## src/rtl/uart_temp_rx.sv

```systemverilog
// Receiver for the 50-bit temperature UART frame: start, 32-bit count LSB first,
// 16-bit CRLF trailer LSB first, stop. The count is presented with a one-cycle valid strobe.
module uart_temp_rx #(
    parameter int          DATA_WIDTH   = 32,
    parameter int          CLKS_PER_BIT = 434,
    parameter logic [15:0] CRLF_WORD    = 16'h0D0A
) (
    input  logic                  clk,
    input  logic                  reset_n,
    input  logic                  uart_rx_i,
    output logic [DATA_WIDTH-1:0] data_o,
    output logic                  data_valid_o,
    output logic                  frame_err_o,
    output logic                  crlf_err_o,
    output logic                  busy_o
);

    localparam int             TW         = $clog2(CLKS_PER_BIT);
    localparam int             IW         = 6;
    localparam logic [TW-1:0]  MID_CNT    = TW'(CLKS_PER_BIT / 2 - 1);
    localparam logic [TW-1:0]  END_CNT    = TW'(CLKS_PER_BIT - 1);
    localparam logic [IW-1:0]  DATA_LAST  = IW'(DATA_WIDTH - 1);
    localparam logic [IW-1:0]  TRAIL_LAST = IW'(15);

    typedef enum logic [2:0] {
        S_IDLE, S_START, S_DATA, S_TRAIL, S_STOP, S_BREAK
    } state_t;

    state_t                r_state;
    state_t                w_next;
    logic                  r_rx_meta;
    logic                  r_rx_s;
    logic                  r_rx_d;
    logic [TW-1:0]         r_bit_timer;
    logic [IW-1:0]         r_bit_idx;
    logic [DATA_WIDTH-1:0] r_data_sr;
    logic [15:0]           r_crlf_sr;
    logic [DATA_WIDTH-1:0] r_data;
    logic                  r_valid;
    logic                  r_ferr;
    logic                  r_cerr;
    logic                  w_fall;
    logic                  w_mid;
    logic                  w_end;
    logic                  w_crlf_ok;

    // Synchroniser flops reset to the idle-high line level so reset never fakes a start edge.
    always_ff @(posedge clk or negedge reset_n) begin
        if (!reset_n) begin
            r_rx_meta <= 1'b1;
            r_rx_s    <= 1'b1;
            r_rx_d    <= 1'b1;
        end else begin
            r_rx_meta <= uart_rx_i;
            r_rx_s    <= r_rx_meta;
            r_rx_d    <= r_rx_s;
        end
    end

    assign w_fall    = r_rx_d & ~r_rx_s;
    assign w_mid     = (r_bit_timer == MID_CNT);
    assign w_end     = (r_bit_timer == END_CNT);
    assign w_crlf_ok = (r_crlf_sr == CRLF_WORD);

    always_ff @(posedge clk or negedge reset_n) begin
        if (!reset_n) r_state <= S_IDLE;
        else          r_state <= w_next;
    end

    always_comb begin
        w_next = r_state;
        case (r_state)
            S_IDLE:  if (w_fall) w_next = S_START;
            S_START: if (w_mid) w_next = r_rx_s ? S_IDLE : S_DATA;
            S_DATA:  if (w_end && r_bit_idx == DATA_LAST) w_next = S_TRAIL;
            S_TRAIL: if (w_end && r_bit_idx == TRAIL_LAST) w_next = S_STOP;
            S_STOP:  if (w_end) w_next = r_rx_s ? S_IDLE : S_BREAK;
            S_BREAK: if (r_rx_s) w_next = S_IDLE;
            default: w_next = S_IDLE;
        endcase
    end

    // Timer restarts on every state change so START->DATA re-aligns sampling to mid-bit.
    always_ff @(posedge clk or negedge reset_n) begin
        if (!reset_n) begin
            r_bit_timer <= '0;
        end else if (r_state == S_IDLE || r_state == S_BREAK || w_next != r_state || w_end) begin
            r_bit_timer <= '0;
        end else begin
            r_bit_timer <= r_bit_timer + TW'(1);
        end
    end

    always_ff @(posedge clk or negedge reset_n) begin
        if (!reset_n) begin
            r_bit_idx <= '0;
        end else if (r_state == S_START) begin
            r_bit_idx <= '0;
        end else if ((r_state == S_DATA || r_state == S_TRAIL) && w_end) begin
            r_bit_idx <= (w_next != r_state) ? '0 : r_bit_idx + IW'(1);
        end
    end

    always_ff @(posedge clk) begin
        if (w_end && r_state == S_DATA)  r_data_sr <= {r_rx_s, r_data_sr[DATA_WIDTH-1:1]};
        if (w_end && r_state == S_TRAIL) r_crlf_sr <= {r_rx_s, r_crlf_sr[15:1]};
    end

    // Result pulses are registered from the stop-bit sample point.
    always_ff @(posedge clk or negedge reset_n) begin
        if (!reset_n) begin
            r_data  <= '0;
            r_valid <= 1'b0;
            r_ferr  <= 1'b0;
            r_cerr  <= 1'b0;
        end else begin
            r_valid <= 1'b0;
            r_ferr  <= 1'b0;
            r_cerr  <= 1'b0;
            if (r_state == S_STOP && w_end) begin
                r_valid <= r_rx_s & w_crlf_ok;
                r_ferr  <= ~r_rx_s;
                r_cerr  <= ~w_crlf_ok;
                if (r_rx_s && w_crlf_ok) r_data <= r_data_sr;
            end
        end
    end

    assign data_o       = r_data;
    assign data_valid_o = r_valid;
    assign frame_err_o  = r_ferr;
    assign crlf_err_o   = r_cerr;
    assign busy_o       = (r_state != S_IDLE);

endmodule

```

## config.mk

```make
export PLATFORM = sky130hd
export DESIGN_NAME = uart_temp_rx
export DESIGN_NICKNAME = d
export VERILOG_FILES = /design/src/rtl/uart_temp_rx.sv
export SDC_FILE = /design/constraint.sdc
export NUM_CORES = 1
export LEC_CHECK = 0
export CAP_MARGIN = 40
export CORE_AREA = 2 2 114 72
export DETAILED_ROUTE_END_ITERATION = 8
export DIE_AREA = 0 0 116 74
export PLACE_DENSITY = 0.82
export SLEW_MARGIN = 15
export SYNTH_ARGS = -nofsm -noshare
export SYNTH_HDL_FRONTEND = slang
export SYNTH_SLANG_ARGS = --single-unit
```

## constraint.sdc

```tcl
create_clock -name clk -period 4.69 [get_ports clk]
set_clock_uncertainty 0.2 [all_clocks]
set_input_delay 0.938 -clock clk [delete_from_list [all_inputs] [get_ports clk]]
set_output_delay 0.938 -clock clk [all_outputs]
set_load 0.02 [all_outputs]
```

==> out/qor.yml, run 1 <==
run_status:
  status: "complete, no violations"
logic_synthesis:
  synth_seq_cells: 104
  syn_nets: 263
  synth.yosys.seq_area_share: 0.6957
  post-synth-top-count-cell: "dfrtp_1"
  yosysTopAreaCellShare: 0.3523
  synth_common_cells: "dfrtp_1, edfxtp_1, mux2_4"
  synth_edf_count: 48
  ys_warn_count: 0
  synth-main-ff-cell: "dfrtp_1"
  syn_area_um2: 4091
  syn_avg_cell_area_um2: 15.98
  synth_area_leader_cell: "edfxtp_1"
  synth_cells: 256
  yosys-top-cells-area: "edfxtp_1, dfrtp_1, mux2_4, nor2_1, dfstp_2"
  ys_types: 41
  async_flop_share: 0.5385
detailed_routing:
  ant_nets: 0
  post_drt_wl_per_cell_um: 16.48
  vias: 2145
  wirelength_um: 6841
  drc: 0
  drtPass1Iterations: 4
  vias_per_cell: 5.169
  drtIter0Drc: 144
min_path:
  worstHoldPathType: "reg2reg"
  hp-start: "r_rx_meta$_DFF_PN1_"
clock_tree:
  clock_path_buffers: 2
  root_buffer: "clkbuf_16"
  cts-resized-gates: 0
  clk_latency_ns: 0.35
  postCtsHoldBufs: 0
  cts_sinks: 104
  tritoncts: "built"
  cts_setup_buffers: 0
  numCtsBuffers: 9
  path_clk_slew_ns: 0.06
  htree_levels: 3
pwr:
  leakage_uw: 0.001976
  switching_share: 0.2192
  peakVddDrop_mv: 0.2827
  p_int_uw: 1425
  p_sw_uw: 399.9
  p_seq_frac: 0.550
  power.density_nw_per_um2: 377.0
  clkPwrFrac: 0.397
  power_uw: 1825
  power_frac_comb: 0.052
critical_path:
  required_ns: 3.55
  crit_path_start_kind: "flip-flop"
  critPathSlowestCell: "clkdlybuf4s50_1"
  cp-end-kind: "primary output"
  crit_family: "buffers and inverters"
  crit_buf_inv: 1
  startpoint: "r_state[2]$_DFF_PN0_"
  cp_cell_sequence: "or3_1, clkdlybuf4s50_1"
  worst-setup-path-type: "reg2out"
  crit_arrival_ns: 1.81
  critPathMaxFanout: 14
  reg2reg_from: "r_bit_timer[1]$_DFF_PN0_"
  slowest_delay_ns: 0.55
timing:
  rsz0062_at_grt: "no"
  finalCritPeriodShare: 0.6294
  hold_violations: 0
  holdWs_ns: 0.1583
  slew_headroom: 0.4970
  finalMaxSlewViolations: 0
  period_minus_slack_ns: 2.952
  fin_setup_tns_ns: 0
  tightest_slew_ns: 0.7545
  setup_viol: 0
  max_freq_mhz: 338.8
layout:
  n_antenna_cell: 0
  stdcell_area_um2: 4840
  nets: 309
  area_growth_pct: 18.29
  drive_above_1_share: 0.1857
  final_core_util: 0.6393
job:
  drv_cap: 0
floorplanning:
  die_h_um: 74
  rows: 25
  core_um2: 7570
  io_pins: 39
  die_x_um: 116
  start_util: 0.5405
  dieArea_um2: 8584
global_route:
  grt_max_degree: 57
  gr-total-overflow: 0
  grt_first_pass_wirelength_um: 10920
  antenna_found_initial: 0
  grtUsageTotal: 0.1789
  first_global_vias: 2021
placed_design:
  gp_congestion: 0.9039
  place.port_buffers: 38
  dp_hpwl_um: 4505
  placed_cell_area_um2: 4543
[worst register-to-register path, cell delays in order, from the launching register on]
cell and delay (ns):
dfrtp_1 0.39, inv_1 0.10, ha_1 0.14, and4b_1 0.24, and3_1 0.38, nand3_4 0.14
nor2_8 0.59, mux2_2 0.44
[through the flow]
stage	instances	setup WS (ns)
3_5_place_dp	398	1.992
6_report	415	1.738
3_3_place_gp	398	2.077
5_1_grt	415	1.682
2_1_floorplan	256	0.8271
4_1_cts	414	1.733
[cell families (layout without fill, tap and decap cells)]
family | Yosys count | count (layout) | synth area share
fa+ha+maj | 4 | 4 | 0.01223
mux | 35 | 35 | 0.1223
flops | 104 | 104 | 0.6957
simple gates | 76 | 76 | 0.1015
xor+xnor | 7 | 7 | 0.01499
compound gates | 19 | 19 | 0.02936
buf+inv | 11 | 62 | 0.02385
[sequential cells by signal (all words and copies together) (netlist names), 3 cells and up]
| signal | count |
|---|---|
| data_o | 32 |
| r_data_sr | 32 |
| r_crlf_sr | 16 |
| r_bit_timer | 9 |
| r_bit_idx | 6 |
| r_state | 3 |
[area by class of cell]
class                           count  area, um^2
Clock inverter                      5       58.81
Tap cell                          108       135.1
Fill cell                         575        2730
Clock buffer                       11       232.7
Inverter                            5       18.77
Sequential cell                   104        2846
Multi-Input combinational cell    141        1152
Timing Repair Buffer               41       395.4
[power groups by stage]
stage	Sequential [uW]	Combinational, uW	Clock, uW
2_1_floorplan	1010	67.2	0
3_3_place_gp	1020	89.9	0
3_5_place_dp	1020	95.1	0
4_1_cts	1000	95.8	744
5_1_grt	1010	110	781
6_report	1000	95.7	725
[routing by layer]
metal  vias up  wire length, um  track usage
met5         -                0            0
met4         0               92      0.06746
met3         8              354      0.06357
met2        59             2834       0.2378
met1      1059             3560       0.2720
li1       1019                -            -
[final timing paths]
| path | to | slack (ns) | cells past startpoint |
|---|---|---|---|
| worst max-delay path | busy_o | 1.74 | 2 |
| worst min-delay path | r_rx_s$_DFF_PN1_ | 0.16 | 0 |
| worst max register to register | data_o[31]$_DFFE_PN0P_ | 1.97 | 7 |
| worst min register to register | r_rx_s$_DFF_PN1_ | 0.16 | 0 |
| max in group asynchronous | crlf_err_o$_DFF_PN0_ | 3.27 | 2 |
| min in group asynchronous | data_o[3]$_DFFE_PN0P_ | 0.51 | 2 |
[placed cells by master, fill, tap and decap left out, types with 3 or more instances in the layout]
cell / instances
ha_1: 4
inv_1: 5
clkdlybuf4s50_1: 37
mux2_4: 29
nand3_1: 14
and2_1: 4
edfxtp_1: 48
mux2_2: 4
nand2_1: 10
nor3_1: 3
xor2_1: 4
nor4b_1: 3
o21ai_0: 8
dfrtp_1: 53
xnor2_1: 3
nor2_1: 23
dfstp_2: 3
and3_1: 3
clkbuf_16: 9
No activity file was read; power rests on OpenSTA's default activity.
==> inputs of run 2 (changes only) <==
--- a/config.mk
+++ b/config.mk
@@ -6,10 +6,10 @@
 export NUM_CORES = 1
 export LEC_CHECK = 0
 export CAP_MARGIN = 40
-export CORE_AREA = 2 2 114 72
+export CORE_AREA = 2 2 119 75
 export DETAILED_ROUTE_END_ITERATION = 8
-export DIE_AREA = 0 0 116 74
-export PLACE_DENSITY = 0.82
+export DIE_AREA = 0 0 121 77
+export PLACE_DENSITY = 0.79
 export SLEW_MARGIN = 15
 export SYNTH_ARGS = -nofsm -noshare
 export SYNTH_HDL_FRONTEND = slang
==> constraint.sdc (replaced) <==
create_clock -name clk -period 2.39 [get_ports clk]
set_clock_uncertainty 0.2 [all_clocks]
set_input_delay 0.478 -clock clk [delete_from_list [all_inputs] [get_ports clk]]
set_output_delay 0.478 -clock clk [all_outputs]
set_load 0.02 [all_outputs]
==> run 2 against run 1 <==
Against the previous run: clock power grew 100%; combinational power increased by 110%; sequential share of layout area fell by 1.3 points; worst setup slack got worse by 1.6 ns; final area rose by 2.2%; power increased by 98%; register-to-register slack worse by 1.9 ns; global-route usage shrank 1.2 points; die area grew 8.5%; clock-buffer cell count rose by 1.
==> out/qor.yml, run 2 (same netlist as run 1, synthesis figures left out) <==
critical_path:
  cp-end-kind: "flip-flop"
  slowest_delay_ns: 0.41  # -0.14 ns
  crit_family: "simple AND/OR/NAND/NOR gates"
  critPathSlowestCell: "and3_2"
  crit_arrival_ns: 2.09  # +0.28 ns
  crit_buf_inv: 2  # +1
  cp_cell_sequence: "inv_1, ha_1, and4b_1, and3_1, buf_4, and3_2"
  critPathMaxFanout: 16  # +2
  required_ns: 2.20  # -1.35 ns
  worst-setup-path-type: "reg2reg"
  crit_path_start_kind: "flip-flop"
layout:
  n_antenna_cell: 0  # unchanged
  final_cell_mix: "dfrtp_1, edfxtp_1, clkdlybuf4s50_1, mux2_4, nor2_1"
  nFillCells: 604  # +5.0%
  final_common_cell: "dfrtp_1"
  drive_above_1_share: 0.2006  # +0.01497
  nets: 316  # +2.3%
  area_growth_pct: 20.86
pwr:
  peakVddDrop_mv: 0.5174  # +83%
  power_uw: 3609  # +98%
  p_seq_frac: 0.544  # -0.006
  p_sw_uw: 802.2  # +100%
  power_frac_comb: 0.055  # +0.003
  leakage_uw: 0.002038  # +3.1%
  switching_share: 0.2223  # +0.003094
  clkPwrFrac: 0.401  # +0.004
  power.density_nw_per_um2: 729.9  # +94%
  p_int_uw: 2807  # +97%
clock_tree:
  path_clk_slew_ns: 0.07  # about the same
  cts_sinks: 104  # unchanged
  tritoncts: "built"
  cts_setup_buffers: 0  # unchanged
  clk_latency_ns: 0.34  # about the same
  numCtsBuffers: 9  # unchanged
  htree_levels: 3  # unchanged
  clock_path_buffers: 2  # unchanged
  root_buffer: "clkbuf_16"
global_route:
  grtUsageTotal: 0.1672  # -0.01168
  first_global_vias: 2120  # +4.9%
  grt_max_degree: 33  # -42%
  grt_first_pass_wirelength_um: 11600  # +6.3%
  antenna_found_initial: 0  # unchanged
  gr-total-overflow: 0  # unchanged
detailed_routing:
  post_drt_wl_per_cell_um: 16.78  # +1.8%
  wirelength_um: 7148  # +4.5%
  ant_nets: 0  # unchanged
  drtPass1Iterations: 4  # unchanged
  vias_per_cell: 5.162  # -0.13%
  drtIter0Drc: 202  # +40%
  vias: 2199  # +2.5%
  drc: 0  # unchanged
floorplanning:
  rows: 26  # +4.0%
  start_util: 0.4971  # -0.04338
  die_h_um: 77  # +4.1%
  core_um2: 8230  # +8.7%
  dieArea_um2: 9317  # +8.5%
  io_pins: 39  # unchanged
  die_x_um: 121  # +4.3%
timing:
  rsz0062_at_grt: "no"
  fin_setup_tns_ns: 0  # unchanged
  period_minus_slack_ns: 2.276
  tightest_slew_ns: 0.6067  # -0.1478 ns
  hold_violations: 0  # unchanged
  finalMaxSlewViolations: 0  # unchanged
  finalCritPeriodShare: 0.9524
  setup_viol: 0  # unchanged
  holdWs_ns: 0.1653  # +0.006953 ns
  slew_headroom: 0.5921  # +0.09507
  max_freq_mhz: 439.3
placed_design:
  gp_congestion: 0.8616  # -4.7%
  place.port_buffers: 38  # unchanged
  dp_hpwl_um: 4634  # +2.9%
min_path:
  worstHoldPathType: "reg2reg"
job:
  drv_cap: 0  # unchanged
run_status:
  status: "complete, no violations"
[run 2: stage by stage]
step                utilization  std cells  worst slack, ns  cell area (um^2)
global placement         0.5643        409           0.1930              4644
CTS                      0.6008        426           0.1166              4945
detailed placement       0.5643        409           0.1217              4644
global route             0.6008        426         0.008807              4945
floorplan                     -        256         0.002349              4103
finish                   0.6008        426           0.1137              4945
[run 2: cell type report]
cell class / instances / area (um^2) / share of cell area
clock buffer: 12 / 236.5 / 0.04782
clock inverter: 4 / 55.05 / 0.01113
inverter: 5 / 18.77 / 0.003796
multi-input combinational: 141 / 1159 / 0.2343
sequential: 104 / 2846 / 0.5757
tap: 112 / 140.1 / 0.02834
timing repair buffer: 48 / 489.2 / 0.09894
[run 2: worst paths after layout]
| check | cells after the start | slack [ns] | end | from |
|---|---|---|---|---|
| worst max register to register | 6 | 0.11 | r_crlf_sr[10]$_DFFE_PP_ | r_bit_timer[1]$_DFF_PN0_ |
| min in group asynchronous | 2 | 0.47 | data_o[6]$_DFFE_PN0P_ | reset_n |
| max in group asynchronous | 3 | 0.76 | data_o[31]$_DFFE_PN0P_ | reset_n |
| worst min-delay path | 0 | 0.17 | r_rx_s$_DFF_PN1_ | r_rx_meta$_DFF_PN1_ |
| worst max-delay path | 6 | 0.11 | r_crlf_sr[10]$_DFFE_PP_ | r_bit_timer[1]$_DFF_PN0_ |
| worst min register to register | 0 | 0.17 | r_rx_s$_DFF_PN1_ | r_rx_meta$_DFF_PN1_ |
[run 2: power groups by stage]
| stage | Clock, uW | Sequential [uW] | Combinational, uW |
|---|---|---|---|
| floorplan | 0 | 1980 | 133 |
| global placement | 0 | 1990 | 195 |
| detailed placement | 0 | 2000 | 200 |
| CTS | 1500 | 1960 | 202 |
| global route | 1570 | 1970 | 231 |
| finish | 1450 | 1960 | 199 |
[run 2: per-layer routing]
layer | wire length [um] | global-route usage | vias up | part of all wire
li1 | - | - | 1042 | -
met2 | 3138 | 0.2303 | 51 | 0.44
met3 | 374 | 0.06845 | 7 | 0.052
met1 | 3587 | 0.2454 | 1099 | 0.50
met4 | 47 | 0.04302 | 0 | 0.0066
met5 | 0 | 0 | - | 0
[run 2: timing repair]
item                                   in CTS  in global routing
setup endpoints to repair                   1                  0
endpoints found under the hold margin      20                  0
hold buffers                                1                  0
resized for setup                           1                  0
